==> src/rtl/mem_access_ctrl.sv <==
// mem_access_ctrl: single-outstanding load/store controller between a pipeline
// memory stage and a 64-bit-wide memory bus.
//
// Optional feature macro: MISALIGN_TRAP_EN
//   defined   -> misaligned H/UH/W/UW/D accesses complete immediately with
//                resp_err=1 and never reach the bus
//   undefined -> no alignment check, resp_err tied low, misaligned accesses
//                issue with a truncated byte mask
//
// Ports
//   clk, rst                 clock, synchronous active-high reset
//   req_valid/req_ready      request handshake (ready only in IDLE)
//   req_we, req_op           store/load select, size and signedness
//   req_addr, req_wdata      byte address, unshifted store data
//   resp_valid, resp_rdata   one-cycle completion pulse, extended load data
//   resp_err                 misaligned-access flag (trap build only)
//   mem_req, mem_wen         bus request and write enable
//   mem_addr, mem_wdata      doubleword-aligned address, lane-shifted data
//   mem_wmask                byte-lane write mask
//   mem_ready                bus accepts the request
//   mem_rvalid, mem_rdata    read return
//   stall                    high whenever the controller is busy

package CorePack;
    typedef logic [63:0] data_t;

    typedef enum logic [2:0] {
        MEM_NO = 3'd0,
        MEM_B  = 3'd1,
        MEM_H  = 3'd2,
        MEM_W  = 3'd3,
        MEM_D  = 3'd4,
        MEM_UB = 3'd5,
        MEM_UH = 3'd6,
        MEM_UW = 3'd7
    } mem_op_enum;
endpackage

module mem_access_ctrl
    import CorePack::*;
#(
    parameter int unsigned ADDR_W = 64
) (
    input  logic                   clk,
    input  logic                   rst,
    input  logic                   req_valid,
    output logic                   req_ready,
    input  logic                   req_we,
    input  CorePack::mem_op_enum   req_op,
    input  logic [ADDR_W-1:0]      req_addr,
    input  CorePack::data_t        req_wdata,
    output logic                   resp_valid,
    output CorePack::data_t        resp_rdata,
    output logic                   resp_err,
    output logic                   mem_req,
    output logic                   mem_wen,
    output logic [ADDR_W-1:0]      mem_addr,
    output CorePack::data_t        mem_wdata,
    output logic [7:0]             mem_wmask,
    input  logic                   mem_ready,
    input  logic                   mem_rvalid,
    input  CorePack::data_t        mem_rdata,
    output logic                   stall
);

    typedef enum logic [1:0] {
        IDLE = 2'd0,
        REQ  = 2'd1,
        WAIT = 2'd2,
        DONE = 2'd3
    } state_t;

    state_t     state;
    logic       lat_we;
    mem_op_enum lat_op;
    logic [2:0] lat_off;
    logic       err_q;

    function automatic logic [7:0] base_mask(input mem_op_enum op);
        logic [7:0] m;
        case (op)
            MEM_B, MEM_UB: m = 8'h01;
            MEM_H, MEM_UH: m = 8'h03;
            MEM_W, MEM_UW: m = 8'h0F;
            MEM_D:         m = 8'hFF;
            default:       m = 8'h00;
        endcase
        return m;
    endfunction

    // Bring the addressed lane down to bit 0, then size/extend it.
    function automatic data_t load_extract(input mem_op_enum op,
                                           input logic [2:0] off,
                                           input data_t raw);
        data_t s;
        data_t r;
        s = raw >> {off, 3'b000};
        case (op)
            MEM_B:   r = {{56{s[7]}},  s[7:0]};
            MEM_H:   r = {{48{s[15]}}, s[15:0]};
            MEM_W:   r = {{32{s[31]}}, s[31:0]};
            MEM_D:   r = s;
            MEM_UB:  r = {56'd0, s[7:0]};
            MEM_UH:  r = {48'd0, s[15:0]};
            MEM_UW:  r = {32'd0, s[31:0]};
            default: r = '0;
        endcase
        return r;
    endfunction

`ifdef MISALIGN_TRAP_EN
    function automatic logic misaligned(input mem_op_enum op, input logic [2:0] a);
        logic m;
        case (op)
            MEM_H, MEM_UH: m = (a[0] != 1'b0);
            MEM_W, MEM_UW: m = (a[1:0] != 2'b00);
            MEM_D:         m = (a != 3'b000);
            default:       m = 1'b0;
        endcase
        return m;
    endfunction
    assign resp_err = err_q;
`else
    assign resp_err = 1'b0;
`endif

    // State is IDLE throughout reset, so readiness is masked by rst directly.
    assign req_ready = (state == IDLE) && !rst;
    assign stall     = (state != IDLE);

    always_ff @(posedge clk) begin
        if (rst) begin
            state      <= IDLE;
            lat_we     <= 1'b0;
            lat_op     <= MEM_NO;
            lat_off    <= '0;
            err_q      <= 1'b0;
            resp_valid <= 1'b0;
            resp_rdata <= '0;
            mem_req    <= 1'b0;
            mem_wen    <= 1'b0;
            mem_addr   <= '0;
            mem_wdata  <= '0;
            mem_wmask  <= '0;
        end else begin
            case (state)
                IDLE: begin
                    if (req_valid && req_ready) begin
                        lat_we  <= req_we;
                        lat_op  <= req_op;
                        lat_off <= req_addr[2:0];
                        if (req_op == MEM_NO) begin
                            state      <= DONE;
                            resp_valid <= 1'b1;
                            resp_rdata <= '0;
                        end
`ifdef MISALIGN_TRAP_EN
                        else if (misaligned(req_op, req_addr[2:0])) begin
                            state      <= DONE;
                            resp_valid <= 1'b1;
                            resp_rdata <= '0;
                            err_q      <= 1'b1;
                        end
`endif
                        else begin
                            state     <= REQ;
                            mem_req   <= 1'b1;
                            mem_wen   <= req_we;
                            mem_addr  <= {req_addr[ADDR_W-1:3], 3'b000};
                            mem_wdata <= req_wdata << {req_addr[2:0], 3'b000};
                            mem_wmask <= base_mask(req_op) << req_addr[2:0];
                        end
                    end
                end

                REQ: begin
                    if (mem_ready) begin
                        mem_req <= 1'b0;
                        if (lat_we) begin
                            state      <= DONE;
                            resp_valid <= 1'b1;
                            resp_rdata <= '0;
                        end else if (mem_rvalid) begin
                            state      <= DONE;
                            resp_valid <= 1'b1;
                            resp_rdata <= load_extract(lat_op, lat_off, mem_rdata);
                        end else begin
                            state <= WAIT;
                        end
                    end
                end

                WAIT: begin
                    if (mem_rvalid) begin
                        state      <= DONE;
                        resp_valid <= 1'b1;
                        resp_rdata <= load_extract(lat_op, lat_off, mem_rdata);
                    end
                end

                DONE: begin
                    state      <= IDLE;
                    resp_valid <= 1'b0;
                    err_q      <= 1'b0;
                end

                default: state <= IDLE;
            endcase
        end
    end

endmodule

==> config.mk <==
export PLATFORM = sky130hd
export DESIGN_NAME = mem_access_ctrl
export DESIGN_NICKNAME = d
export VERILOG_FILES = /design/src/rtl/mem_access_ctrl.sv
export SDC_FILE = /design/constraint.sdc
export NUM_CORES = 1
export LEC_CHECK = 0
export ABC_AREA = 1
export BUFFER_PORTS_ARGS = -buffer_cell sky130_fd_sc_hd__buf_4
export CELL_PAD_IN_SITES_DETAIL_PLACEMENT = 1
export CELL_PAD_IN_SITES_GLOBAL_PLACEMENT = 1
export CORE_MARGIN = 1.5
export CORE_UTILIZATION = 37
export CTS_CLUSTER_DIAMETER = 120
export CTS_CLUSTER_SIZE = 16
export DETAILED_ROUTE_END_ITERATION = 10
export PLACE_DENSITY_LB_ADDON = 0.15
export SLEW_MARGIN = 20
export SYNTH_ARGS = -nofsm -noshare
export SYNTH_HDL_FRONTEND = slang
export SYNTH_SLANG_ARGS = --single-unit
export TNS_END_PERCENT = 50
==> constraint.sdc <==
create_clock -name clk -period 5.5 [get_ports clk]
set_input_delay 1.1 -clock clk [delete_from_list [all_inputs] [get_ports clk]]
set_output_delay 1.1 -clock clk [all_outputs]
set_load 0.03 [all_outputs]
==> qor.yml <==
synthesis:
  synth_top_area_share_pct: 34.8
  synth_top_area_cell: "dfxtp_1"
  syn_area_per_cell_sq_um: 6.27
  synth_fa_ha_area_share_pct: 0.833
  ys_seq_area_share_pct: 34.8
  synth_xor_area_share_pct: 0
  synth_edf_count: 0
  syn_inst: 1916
  ys_top_cells_by_count: "nand2_1 (551), nor2_1 (253), dfxtp_1 (209)"
  ys_types: 45
  syn_area_sq_um: 12000
  synth_ff_type: "dfxtp_1"
  yosysMostFrequentCell: "nand2_1"
  synth_compound_area_share_pct: 17.0
  ys_top_cells_by_area: "dfxtp_1 (35%), nand2_1 (17%), nor2_1 (7.9%), nand3_1 (7.5%), o21ai_0 (7.4%)"
  synthArstFlopShare_pct: 0
  synth_simple_gate_area_share_pct: 36.8
  synth_mux_area_share_pct: 1.08
  synth_top_family_by_area: "simple AND/OR/NAND/NOR gates"
  yosysWarnings: 0
  ys_ff_latch: 209
critical_path:
  ff2ff_path_depth: 14
  path_buf_inv: 6
  crit_required_ps: 5950
  worst-setup-path-type: "in2reg"
  worstPathCellList: "buf_4 > nor2_4 > nand2_4 > nor2_4 > buf_4 > inv_4 > nor2_2 > buf_4 > inv_1 > o221ai_1 > nand2_1 > inv_1"
  crit_path_frequent_cell: "buf_4"
  cp_max_fo: 65
  end_kind: "flip-flop"
  cp_slowest_cell: "buf_4"
  cp.depth: 12
  cp-start-kind: "primary input"
  slowest_delay_ps: 510
  cpLargestDelayFamily: "buffers and inverters"
  arrival_ps: 3950
placed_design:
  place_area_sq_um: 15000
  dp_hpwl_mm: 37.7
  gp_congestion: 0.945
  pre_cts_ws_ps: 1480
  port_buffers: 402
run_status:
  outcome: "finished, final reports clean"
clock_network:
  cts_setup_buffers: 0
  cts_tree: "built"
  cts_max_path_buffers: 3
  hold_buffers: 0
  htree_levels: 1
  cts_root_buf: "clkbuf_16"
  cts_made_buffers: 17
  ctsResizeCount: 0
  clk_pin_slew_ps: 80
  cts_sinks: 209
  clock_latency_ps: 520
pwr:
  p_leak_nw: 7.31
  power.total_mw: 5.25
  irDropWorstVdd_v: 0.000221
  power.density_nw_per_um2: 339
final_layout:
  fin_area_sq_um: 15500
  fill_cells: 4279
  nNetsFinal: 2414
  multi_input_area_sq_um: 6720
  area_growth_syn_to_layout_pct: 28.7
  layout-drive-gt1-share_pct: 22.1
  regArea_sq_um: 4190
routing:
  viasPerCell: 5.31
  drt_iter0_markers: 708
  dr.pass1.iters: 5
  wl_mm: 51.3
  vias: 14032
  wl_per_cell_microns: 19.4
  drc_errors: 0
  ant_nets: 0
sta:
  tightest_slew_ps: 980
  fin_crit_ps: 3500
  setup_violations: 0
  slew_headroom_pct: 34.6
  hold_violations: 0
  period_share_pct: 63.7
  whs_ps: 469
  rsz0062_at_grt: "no"
  finalMaxSlewViolations: 0
  timing.fmax_mhz: 286
  worst_slack_ps: 2000
  tns_ps: 0
  fin_skew_ps: 43.0
die:
  dieArea_sq_um: 33600
  die_width_microns: 183
  initial_core_util_pct: 37.8
  core_sq_um: 31800
  die_h_microns: 183
  num_rows: 65
  io_pins: 407
run:
  maxCapViolations: 0
worst_hold_path:
  holdPathStages: 2
  hp-class: "reg2reg"
grt:
  grt_pass1_vias: 14435
  grt_overflow: 0
  grt_antenna_before_repair: 2
  grt_usage_pct: 29.9
  grt_pass1_wl_mm: 79.0
  grt_max_degree: 99
[stage by stage]
step / utilization, % / instances
finish: 48.7 / 2643
detailed placement: 47.2 / 2621
global placement: 47.2 / 2621
global route: 48.6 / 2642
CTS: 48.6 / 2641
floorplan: - / 1919
[worst reg2reg max path: stages (launching register included)]
cell and delay [ps]:
dfxtp_1 350, inv_1 150, ha_1 230, inv_2 100, nor2_4 120, nand2_4 130
nor2_4 120, buf_4 510, inv_4 380, nor2_2 160, buf_4 350, inv_1 270
o221ai_1 250, nand2_1 70, inv_1 70
[registers in the layout, indices dropped and copies added (netlist names), 2 cells and up]
name and flops:
mem_wdata 64, resp_rdata 64, mem_addr 61, mem_wmask 8
lat_off 3, lat_op 3, state 2
[cell usage in the layout, fill, tap and decap left out, types with 17 or more instances in the layout]
cell	netlist	final
nand2_1	551	551
buf_4	10	419
nor2_1	253	252
dfxtp_1	209	208
nand3_1	181	181
o21ai_0	177	177
a21oi_1	119	119
inv_1	101	99
o211ai_1	25	25
or2_2	23	23
nand4_1	23	23
clkbuf_16	0	17
[per-layer routing]
layer  GRT usage, %  wire length, microns  vias up
met4           13.9                  2460        0
met3           6.77                  3440      115
met5              0                     0        -
li1               -                     -     6803
met1           32.4                 19300     6704
met2           54.9                 26100      410
[cell type report]
cell class / instances / area share, %
Multi-Input combinational cell: 1449 / 43.4
Sequential cell: 209 / 27.1
Clock inverter: 2 / 0.162
Tap cell: 435 / 3.52
Antenna cell: 2 / 0.0323
Inverter: 109 / 2.66
Clock buffer: 18 / 2.84
Timing Repair Buffer: 419 / 20.3
[report_power, final]
part / switching [mW] / total, mW / internal (mW)
Sequential: 0.127 / 1.81 / 1.69
Combinational: 1.55 / 2.26 / 0.703
Clock: 0.603 / 1.18 / 0.575
[cells by family (layout without fill, tap and decap cells)]
group / count (synthesis) / count (layout)
other: 1 / 6
multiplexers: 13 / 13
AND/OR/NAND/NOR: 1053 / 1053
adder cells (fa/ha/maj): 8 / 8
flip-flops: 209 / 209
AO/OA/AOI/OAI: 371 / 371
buffers and inverters: 261 / 548
[path summary, 6_finish.rpt]
| check | startpoint | end | slack (ps) |
|---|---|---|---|
| worst max-delay path | rst | mem_wdata[40] | 2000 |
| worst min-delay path | mem_wdata[25] | mem_wdata[25] | 470 |
| worst max register to register | state[0] | mem_wdata[40] | 2160 |
| worst min register to register | mem_wdata[25] | mem_wdata[25] | 470 |
Note: power is estimated with default switching activity, not from simulation.
